===== src/rtl/imsic_setipnum_arb.sv =====
// Round-robin arbiter with a one-entry output buffer sharing the IMSIC setipnum write path.
// Optional identity filter: define IMSIC_ARB_ID_FILTER_EN to drop identities 0 and >= NR_SRC.
module imsic_setipnum_arb #(
    parameter int NR_REQ                = 2,
    parameter int NR_SRC_LEN            = 32,
    parameter int NR_SRC                = 64,
    parameter int NR_IMSICS             = 1,
    parameter int NR_VS_FILES_PER_IMSIC = 0,
    parameter int NR_INTP_FILES         = 2 + NR_VS_FILES_PER_IMSIC,
    parameter int IMSIC_W               = (NR_IMSICS > 1) ? $clog2(NR_IMSICS) : 1,
    parameter int FILE_W                = (NR_INTP_FILES > 1) ? $clog2(NR_INTP_FILES) : 1
) (
    input  logic                                                     i_clk,
    input  logic                                                     ni_rst,
    input  logic [NR_REQ-1:0]                                        i_req_valid,
    output logic [NR_REQ-1:0]                                        o_req_ready,
    input  logic [NR_REQ-1:0][IMSIC_W-1:0]                           i_req_imsic,
    input  logic [NR_REQ-1:0][FILE_W-1:0]                            i_req_file,
    input  logic [NR_REQ-1:0][NR_SRC_LEN-1:0]                        i_req_id,
    input  logic [NR_IMSICS-1:0][NR_INTP_FILES-1:0]                  i_file_busy,
    output logic [NR_IMSICS-1:0][NR_INTP_FILES-1:0][NR_SRC_LEN-1:0]  o_setipnum,
    output logic [NR_IMSICS-1:0][NR_INTP_FILES-1:0]                  o_setipnum_we,
    output logic [15:0]                                              o_drop_cnt
);

    localparam int PTR_W = (NR_REQ > 1) ? $clog2(NR_REQ) : 1;

`ifdef IMSIC_ARB_ID_FILTER_EN
    localparam bit FILTER_EN = 1'b1;
`else
    localparam bit FILTER_EN = 1'b0;
`endif

    logic [PTR_W-1:0]      rr_ptr_q, rr_ptr_d;
    logic                  buf_valid_q, buf_valid_d;
    logic [IMSIC_W-1:0]    buf_imsic_q, buf_imsic_d;
    logic [FILE_W-1:0]     buf_file_q, buf_file_d;
    logic [NR_SRC_LEN-1:0] buf_id_q, buf_id_d;
    logic [15:0]           drop_cnt_q, drop_cnt_d;

    logic [PTR_W-1:0] idx;
    logic [PTR_W-1:0] gnt;
    logic             found;
    logic             any_valid;
    logic             accept;
    logic             drop;
    logic             load;
    logic             drain;
    logic             sel_busy;
    logic [NR_IMSICS-1:0][NR_INTP_FILES-1:0] tgt_hit;

    // Buffer target decode; the buffer only ever holds in-range targets.
    always_comb begin
        tgt_hit  = '0;
        sel_busy = 1'b0;
        for (int i = 0; i < NR_IMSICS; i++) begin
            for (int f = 0; f < NR_INTP_FILES; f++) begin
                tgt_hit[i][f] = buf_valid_q && (buf_imsic_q == IMSIC_W'(i)) &&
                                (buf_file_q == FILE_W'(f));
                sel_busy      = sel_busy | (tgt_hit[i][f] & i_file_busy[i][f]);
            end
        end
        drain = buf_valid_q && !sel_busy;
    end

    always_comb begin
        o_setipnum_we = '0;
        o_setipnum    = '0;
        for (int i = 0; i < NR_IMSICS; i++) begin
            for (int f = 0; f < NR_INTP_FILES; f++) begin
                if (drain && tgt_hit[i][f]) begin
                    o_setipnum_we[i][f] = 1'b1;
                    o_setipnum[i][f]    = buf_id_q;
                end
            end
        end
    end

    // First valid requester at or after rr_ptr, wrapping.
    always_comb begin
        found = 1'b0;
        gnt   = '0;
        idx   = '0;
        for (int k = 0; k < NR_REQ; k++) begin
            idx = PTR_W'((int'(rr_ptr_q) + k) % NR_REQ);
            if (!found && i_req_valid[idx]) begin
                found = 1'b1;
                gnt   = idx;
            end
        end
    end

    always_comb begin
        any_valid = |i_req_valid;
        accept    = any_valid && (!buf_valid_q || drain);
        drop      = (int'(i_req_imsic[gnt]) >= NR_IMSICS) ||
                    (int'(i_req_file[gnt]) >= NR_INTP_FILES) ||
                    (FILTER_EN && ((i_req_id[gnt] == '0) ||
                                   (i_req_id[gnt] >= NR_SRC_LEN'(NR_SRC))));
        load      = accept && !drop;

        o_req_ready = '0;
        for (int r = 0; r < NR_REQ; r++) begin
            o_req_ready[r] = accept && (gnt == PTR_W'(r));
        end
    end

    always_comb begin
        rr_ptr_d    = rr_ptr_q;
        buf_valid_d = buf_valid_q;
        buf_imsic_d = buf_imsic_q;
        buf_file_d  = buf_file_q;
        buf_id_d    = buf_id_q;
        drop_cnt_d  = drop_cnt_q;
        if (accept) begin
            rr_ptr_d = PTR_W'((int'(gnt) + 1) % NR_REQ);
        end
        if (drain) begin
            buf_valid_d = 1'b0;
        end
        if (load) begin
            buf_valid_d = 1'b1;
            buf_imsic_d = i_req_imsic[gnt];
            buf_file_d  = i_req_file[gnt];
            buf_id_d    = i_req_id[gnt];
        end
        if (accept && drop && (drop_cnt_q != 16'hFFFF)) begin
            drop_cnt_d = drop_cnt_q + 16'd1;
        end
    end

    always_ff @(posedge i_clk or negedge ni_rst) begin
        if (!ni_rst) begin
            rr_ptr_q    <= '0;
            buf_valid_q <= 1'b0;
            buf_imsic_q <= '0;
            buf_file_q  <= '0;
            buf_id_q    <= '0;
            drop_cnt_q  <= '0;
        end else begin
            rr_ptr_q    <= rr_ptr_d;
            buf_valid_q <= buf_valid_d;
            buf_imsic_q <= buf_imsic_d;
            buf_file_q  <= buf_file_d;
            buf_id_q    <= buf_id_d;
            drop_cnt_q  <= drop_cnt_d;
        end
    end

    assign o_drop_cnt = drop_cnt_q;

endmodule


===== config.mk =====
export PLATFORM = sky130hd
export DESIGN_NAME = imsic_setipnum_arb
export DESIGN_NICKNAME = d
export VERILOG_FILES = /design/src/rtl/imsic_setipnum_arb.sv
export SDC_FILE = /design/constraint.sdc
export NUM_CORES = 1
export LEC_CHECK = 0
export CAP_MARGIN = 20
export CORE_MARGIN = 3
export CORE_UTILIZATION = 30
export DETAILED_ROUTE_END_ITERATION = 8
export GPL_ROUTABILITY_DRIVEN = 0
export GPL_TIMING_DRIVEN = 0
export MAX_ROUTING_LAYER = met4
export PLACE_DENSITY = 0.68
export SYNTH_ARGS = -nofsm -noshare
export SYNTH_HDL_FRONTEND = slang
export SYNTH_SLANG_ARGS = --single-unit

===== constraint.sdc =====
create_clock -name i_clk -period 2.03 [get_ports i_clk]
set_input_delay 0.406 -clock i_clk [delete_from_list [all_inputs] [get_ports i_clk]]
set_output_delay 0.406 -clock i_clk [all_outputs]
set_load 0.01 [all_outputs]

# Word-level counts from Yosys, hierarchy flattened

Cells that the tools add are included.

Add/subtract/negate cells: 3
Order comparisons: 4
Equality and inequality tests: 1
Mux-type cells: 19
Bitwise gates (word level): 6
Reduce and logical (&&, ||, !) cells: 20

Operator list:

| operator                                                                     | count |
|---|---|
| 32-bit two-way mux                                                           | 4 |
| 16-bit by 1-bit adder with 16-bit output, second input constant              | 1 |
| 16-bit != test, second input constant                                        | 1 |
| 1-bit two-way mux                                                            | 15 |
| 1-bit logical AND                                                            | 13 |
| 1-bit by 2-bit less-than comparator with 1-bit output, second input constant | 3 |
| 1-bit zero test                                                              | 4 |
| 1-bit inverter                                                               | 3 |
| 1-bit adder, second input constant                                           | 2 |
| 1-bit bitwise AND                                                            | 2 |
| 2-bit nonzero test                                                           | 1 |
| 2-bit OR reduction                                                           | 1 |
| 1-bit >= comparator, second input constant                                   | 1 |
| 1-bit logical OR                                                             | 1 |
| 1-bit bitwise OR                                                             | 1 |

Register bits: 52
Input bits: 74
Output and inout bits: 84
Word-level logic and storage cells: 59

# Longest topological paths before layout

Gate-level depths: netlist of run 1.

Depth in word-level cells: 12
Depth in mapped cells: 8
Gate-level depth less buffers: 6

# Worst setup path after synthesis of run 1

No wires, ideal clock.

Kind: flip-flop to output port
From: reg buf_imsic_q
To: out o_setipnum[54] in the netlist's numbering
Data arrival time: 1.405 ns
Required time: 1.624 ns
Setup slack: 0.219 ns
Cell stages (with the launch flop): 5
Path buffers: 1
Cells stage by stage: dfrtp_1 > nand2b_1 > nor3b_1 > clkbuf_1 > and2_1

RTL lines:

| element                | line | text |
|---|---|---|
| start, declared        | 36   | `logic [IMSIC_W-1:0] buf_imsic_q, buf_imsic_d;` |
| start signal, assigned | 143  | `buf_imsic_q <= buf_imsic_d;` |
| end, declared          | 21   | `output logic [NR_IMSICS-1:0][NR_INTP_FILES-1:0][NR_SRC_LEN-1:0] o_setipnum,` |

==> out/qor.yml, run 1 <==
slew_viol_final: 0
wl_mm: 10.0
p_leak_nw: 2.40
die_x_microns: 104
drt-pass1-iter-count: 4
endpoint_kind: "output port"
ios: 158
post-place-ws_ps: -1180
grtUsageTotal: 0.181
max_clock_freq_mhz: 465
netlist_top_cells_area: "dfrtp_1 45%, and2_1 14%, mux2i_1 12%"
ys_ff_latch: 52
cts_sinks: 52
vias: 2904
clk_path_buf_depth: 2
powerDensity_nw_per_um2: 963
path_delay_family: "buffers and inverters"
hold_path.class: "in2async"
required_ps: 1620
synth_area_sq_um: 2870
die_h_microns: 104
viasPerCell: 4.69
status: "finished, violations left"
cap_violations: 0
fin_crit_sh: 1.06
nNetsFinal: 567
max_stage_delay_ps: 390
finalHoldViolCount: 0
cts_buffers: 5
synth_top_area_frac: 0.454
critPathLaunchType: "register"
tightest_slew_ps: 629
grt_max_degree: 28
holdBufCountCts: 0
reg2reg_depth: 7
syn_area_per_cell_sq_um: 9.49
wl_per_cell_microns: 16.2
die-area_sq_um: 10800
h-tree-depth: 2
finalWorstPathRequiredPeriod_ps: 2150
ir_worst_vdd_mv: 0.566
rsz0062_at_grt: "yes"
cp_num_buf_inv: 5
grt_pass1_vias: 2974
ys_seq_area_frac: 0.454
synth_cell_types: 27
critical_path_peak_fanout: 6
port_buffers: 156
cts_root_buffer: "clkbuf_8"
ys_async_sr_fraction: 1.00
drive_gt1_frac: 0.335
drtAntennaViolNets: 0
worstPathCellList: "nand2b_4, nor3b_4, buf_6, buf_12, clkbuf_16, buf_6, and2_4, buf_6"
slew_headroom: 0.581
layout_setup_ws_ps: -122
crit_slowest_cell: "dfrtp_1"
synth_cells: 302
violations: "setup timing"
yosys_warnings: 0
crit_path_frequent_cell: "buf_6"
synth_area_leader_cell: "dfrtp_1"
synth_edf_count: 0
setup_viol: 29
hpwl_mm: 7.09
initial_core_util: 0.310
grt_overflow: 0
drc: 0
cts_tree: "built"
fillers: 829
worstPathArrival_ps: 1750
p_total_mw: 4.94
drtIter0Drc: 90
path_depth: 8
path_class: "reg2out"
std_cell_rows: 35
antenna_found_initial: 0
synth-main-ff-cell: "dfrtp_1"
tns_ps: -1230
grt_pass1_wl_mm: 15.3
clkLatencyLatePin_ps: 300
antenna_cells: 0
synth_fp_nets: 377
fin_skew_ps: 7.52
synthToLayoutAreaGrowth_pct: 78.9
core-area_sq_um: 9240
clk_pin_slew_ps: 90
-- Yosys cell counts, types with 2 or more instances --
| master | n |
|---|---|
| a21oi_1 | 36 |
| and2_1 | 64 |
| and3_1 | 6 |
| buf_2 | 8 |
| clkbuf_1 | 10 |
| dfrtp_1 | 52 |
| mux2i_1 | 34 |
| nand2_1 | 6 |
| nand2b_1 | 2 |
| nand3_1 | 9 |
| nand3b_1 | 2 |
| nand4_1 | 9 |
| nor2_1 | 37 |
| xnor2_1 | 14 |
-- registers in the layout (all words and copies together) (netlist names) --
signal       count
buf_id_q        32
o_drop_cnt      16
buf_file_q       1
buf_imsic_q      1
buf_valid_q      1
rr_ptr_q         1
-- logic make-up after synthesis --
group,synth area share
AND/OR/NAND/NOR,0.263
AO/OA/AOI/OAI,0.0777
multiplexers,0.123
buffers and inverters,0.0323
flip-flops,0.454
adder cells (fa/ha/maj),0.00437
XOR/XNOR,0.0459
-- where the power goes --
part	total, mW	switching (mW)	internal (mW)
Combinational	2.64	1.13	1.51
Clock	0.547	0.324	0.224
Sequential	1.75	0.329	1.42
-- through the flow --
stage | util | area, sq um | std cells | hold slack, ps
after floorplan | - | 2870 | 302 | 110
after global placement | 0.497 | 4590 | 587 | 486
after detailed placement | 0.498 | 4600 | 588 | 462
after CTS | 0.527 | 4870 | 614 | 129
after global routing | 0.555 | 5130 | 619 | 157
final | 0.555 | 5130 | 619 | 114
-- metal layers --
metal | share of wire | wire length [microns] | track usage
met2 | 0.49 | 4860 | 0.302
met1 | 0.45 | 4470 | 0.220
met4 | 0.015 | 150 | 0.0532
met3 | 0.052 | 520 | 0.0430
met5 | 0 | 0 | -
-- area by class of cell --
class	count	area, sq um	area share
Multi-Input combinational cell	230	1630	0.317
Clock buffer	5	68.8	0.0134
Tap cell	129	161	0.0315
Buffer	17	195	0.0381
Inverter	1	3.75	0.000732
Sequential cell	52	1300	0.254
Timing Repair Buffer	185	1770	0.345
-- worst register-to-register path, delay by kind of cell, from the launching register on --
kind / cells / cell delay [ps]
DFF: 1 / 430
AOI/OAI and AO/OA: 1 / 400
and+or+nand+nor: 3 / 380
adders and majority gates: 1 / 250
buffers and inverters: 1 / 210
xor gates and xnor gates: 1 / 140
-- worst paths after layout --
kind	startpoint	endpoint	slack, ps
setup / recovery	buf_imsic_q	o_setipnum[50]	-120
setup reg to reg	o_drop_cnt[0]	o_drop_cnt[4]	110
hold reg to reg	o_drop_cnt[15]	o_drop_cnt[15]	510
max in group asynchronous	ni_rst	buf_id_q[10]	1340
hold / removal	ni_rst	buf_id_q[21]	110
min in group i_clk	o_drop_cnt[15]	o_drop_cnt[15]	510
-- placed cells by master (no fill, tap or decap), types with 2 or more instances in the layout --
cell type	count
clkdlybuf4s50_1	84
dfrtp_1	51
buf_6	48
nor2_1	36
and2_4	35
a21oi_1	35
mux2i_1	33
buf_2	31
and2_1	29
xnor2_1	14
buf_4	11
nand4_1	9
nand3_1	9
and3_1	6
clkbuf_2	6
nand2_1	5
clkbuf_8	5
clkbuf_16	4
buf_8	4
buf_12	4
dlygate4sd2_1	4
clkbuf_1	3
nand2b_4	2
nand3b_1	2
clkdlybuf4s15_1	2
-- what timing repair did --
item                                    CTS  global route
resized for setup                       320            76
setup buffers                            18             8
endpoints found under the setup margin  111            84
cloned                                    4             1
hold endpoints to repair                  0             0
pin swaps                                17             6
No activity file was read; power rests on OpenSTA's default activity.
==> inputs of run 2 (changes only) <==
--- a/config.mk
+++ b/config.mk
@@ -8,11 +8,11 @@
 export CAP_MARGIN = 20
 export CORE_MARGIN = 3
 export CORE_UTILIZATION = 30
+export CTS_BUF_LIST = sky130_fd_sc_hd__clkbuf_16
 export DETAILED_ROUTE_END_ITERATION = 8
 export GPL_ROUTABILITY_DRIVEN = 0
 export GPL_TIMING_DRIVEN = 0
 export MAX_ROUTING_LAYER = met4
-export PLACE_DENSITY = 0.68
 export SYNTH_ARGS = -nofsm -noshare
 export SYNTH_HDL_FRONTEND = slang
 export SYNTH_SLANG_ARGS = --single-unit
==> out/qor.yml, run 2 (synthesized netlist as in run 1, its figures left out) <==
vias: 2911
tightest_slew_ps: 468
final_cell_mix: "84 x clkdlybuf4s50_1, 51 x dfrtp_1, 47 x buf_6"
cp_num_buf_inv: 4
path_depth: 7
critPathLaunchType: "register"
clkLatencyLatePin_ps: 290
rsz0062_at_grt: "yes"
p_sw_mw: 1.82
reg2reg_depth: 6
slew_headroom: 0.688
slew_viol_final: 0
fin_skew_ps: 4.88
grt_pass1_wl_mm: 16.1
fillers: 867
drc: 0
hpwl_mm: 7.24
grt_max_degree: 37
setup_viol: 6
die_x_microns: 104
antenna_cells: 0
clk_pin_slew_ps: 70
initial_core_util: 0.310
largest_register_ffs: 32
h-tree-depth: 2
core-area_sq_um: 9240
clock_power_share: 0.157
cap_violations: 0
clk_path_buf_depth: 2
cts_buffers: 5
dp_cells: 588
fin_crit_sh: 1.01
wl_per_cell_microns: 16.4
std_cell_rows: 35
layout_setup_ws_ps: -20.3
final_util: 0.552
ir_worst_vdd_mv: 0.668
drive_gt1_frac: 0.315
hold_path.class: "in2async"
p_int_mw: 3.33
grt_pass1_vias: 2909
cts_root_buffer: "clkbuf_16"
path_class: "reg2out"
cts_sinks: 52
max_clock_freq_mhz: 488
r2r_setup_slack_ps: 180
r2r_start: "buf_file_q"
worstPathArrival_ps: 1640
violations: "setup timing"
crit_path_frequent_cell: "buf_6"
worstPathCellList: "nand2b_4, nor3b_4, buf_6, buf_6, clkbuf_8, and2_1, buf_2"
rr_endpoint: "o_drop_cnt[4]"
die-area_sq_um: 10800
ios: 158
largest_register: "buf_id_q"
seqPwrFrac: 0.340
wl_mm: 10.1
port_buffers: 156
synthToLayoutAreaGrowth_pct: 77.9
drtIter0Drc: 112
viasPerCell: 4.74
die_h_microns: 104
layout_commonest_cell: "clkdlybuf4s50_1"
critical_path_peak_fanout: 6
path_delay_family: "buffers and inverters"
max_stage_delay_ps: 370
grt_overflow: 0
stdcell_count: 614
postPlaceCellArea_sq_um: 4600
crit_start: "buf_imsic_q"
cts_tree: "built"
status: "finished, violations left"
antenna_found_initial: 0
finalHoldViolCount: 0
powerDensity_nw_per_um2: 1010
finalWorstPathRequiredPeriod_ps: 2050
drt-pass1-iter-count: 4
fin_area_sq_um: 5100
combPwrFrac: 0.503
crit_slowest_cell: "dfrtp_1"
drtAntennaViolNets: 0
nNetsFinal: 559
endpoint_kind: "output port"
p_leak_nw: 2.38
required_ps: 1620
grtUsageTotal: 0.192
swShare: 0.353
## run 2: changes by cell type in the layout (fill, tap and decap cells not counted), sizes merged
cell / delta
buf: -8
clkbuf: -2
dlygate4sd2: +2
inv: +2
clkinv: +1
## run 2: how the worst max path moves through the flow
stage | to | slack (ps)
floorplan | o_setipnum[54] | 220
global placement | buf_id_q[30] | -1110
detailed placement | o_setipnum[30] | -1120
CTS | o_setipnum[56] | -120
global route | o_setipnum[43] | -100
finish | o_setipnum[43] | -20
## run 2: what timing repair did
action,4_1_cts,5_1_grt
buffers inserted,12,5
pin swaps,14,5
resized for setup,315,76
setup endpoints to repair,110,80
cloned,5,1
hold buffers,0,0
## run 2: power by group through the flow
stage / registers (mW) / logic (mW) / clock network, mW
floorplan: 1.68 / 1.09 / 0
global placement: 1.71 / 2.16 / 0
detailed placement: 1.73 / 2.19 / 0
CTS: 1.73 / 2.30 / 0.834
global route: 1.82 / 2.80 / 0.885
finish: 1.75 / 2.59 / 0.808
## run 2: layout make-up
| class | instances | area (sq um) | share of cell area |
|---|---|---|---|
| Inverter | 1 | 3.75 | 0.000736 |
| Timing Repair Buffer | 178 | 1730 | 0.339 |
| Buffer | 16 | 139 | 0.0272 |
| Clock buffer | 5 | 125 | 0.0245 |
| Multi-Input combinational cell | 230 | 1620 | 0.319 |
| Sequential cell | 52 | 1300 | 0.256 |
| Clock inverter | 3 | 11.3 | 0.00221 |
| Tap cell | 129 | 161 | 0.0317 |
## run 2: per-stage QoR
step           setup WS (ps)  TNS [ps]  power, mW  hold slack [ps]
3_3_place_gp           -1110   -134560       3.87              487
3_5_place_dp           -1120    -80470       3.92              375
6_report               -20.3     -49.1       5.15             54.2
4_1_cts                 -124     -1180       4.87             64.8
2_1_floorplan            219         0       2.76              110
5_1_grt                -99.4     -2500       5.51             67.6
## run 2: worst register-to-register path: cells and delay by family, from the launching register on
| family | cells | cell delay [ps] |
|---|---|---|
| xor+xnor | 1 | 140 |
| compound gates | 2 | 540 |
| flops | 1 | 420 |
| buf+inv | 1 | 210 |
| simple gates | 1 | 120 |
| mux | 1 | 300 |
## run 2: per-layer routing
layer  up-vias  wire, microns  global-route usage
met5         -              0                   -
met2       118           4770               0.294
met4         0            123              0.0465
met1      1395           4520               0.252
li1       1386              -                   -
met3        12            667              0.0542
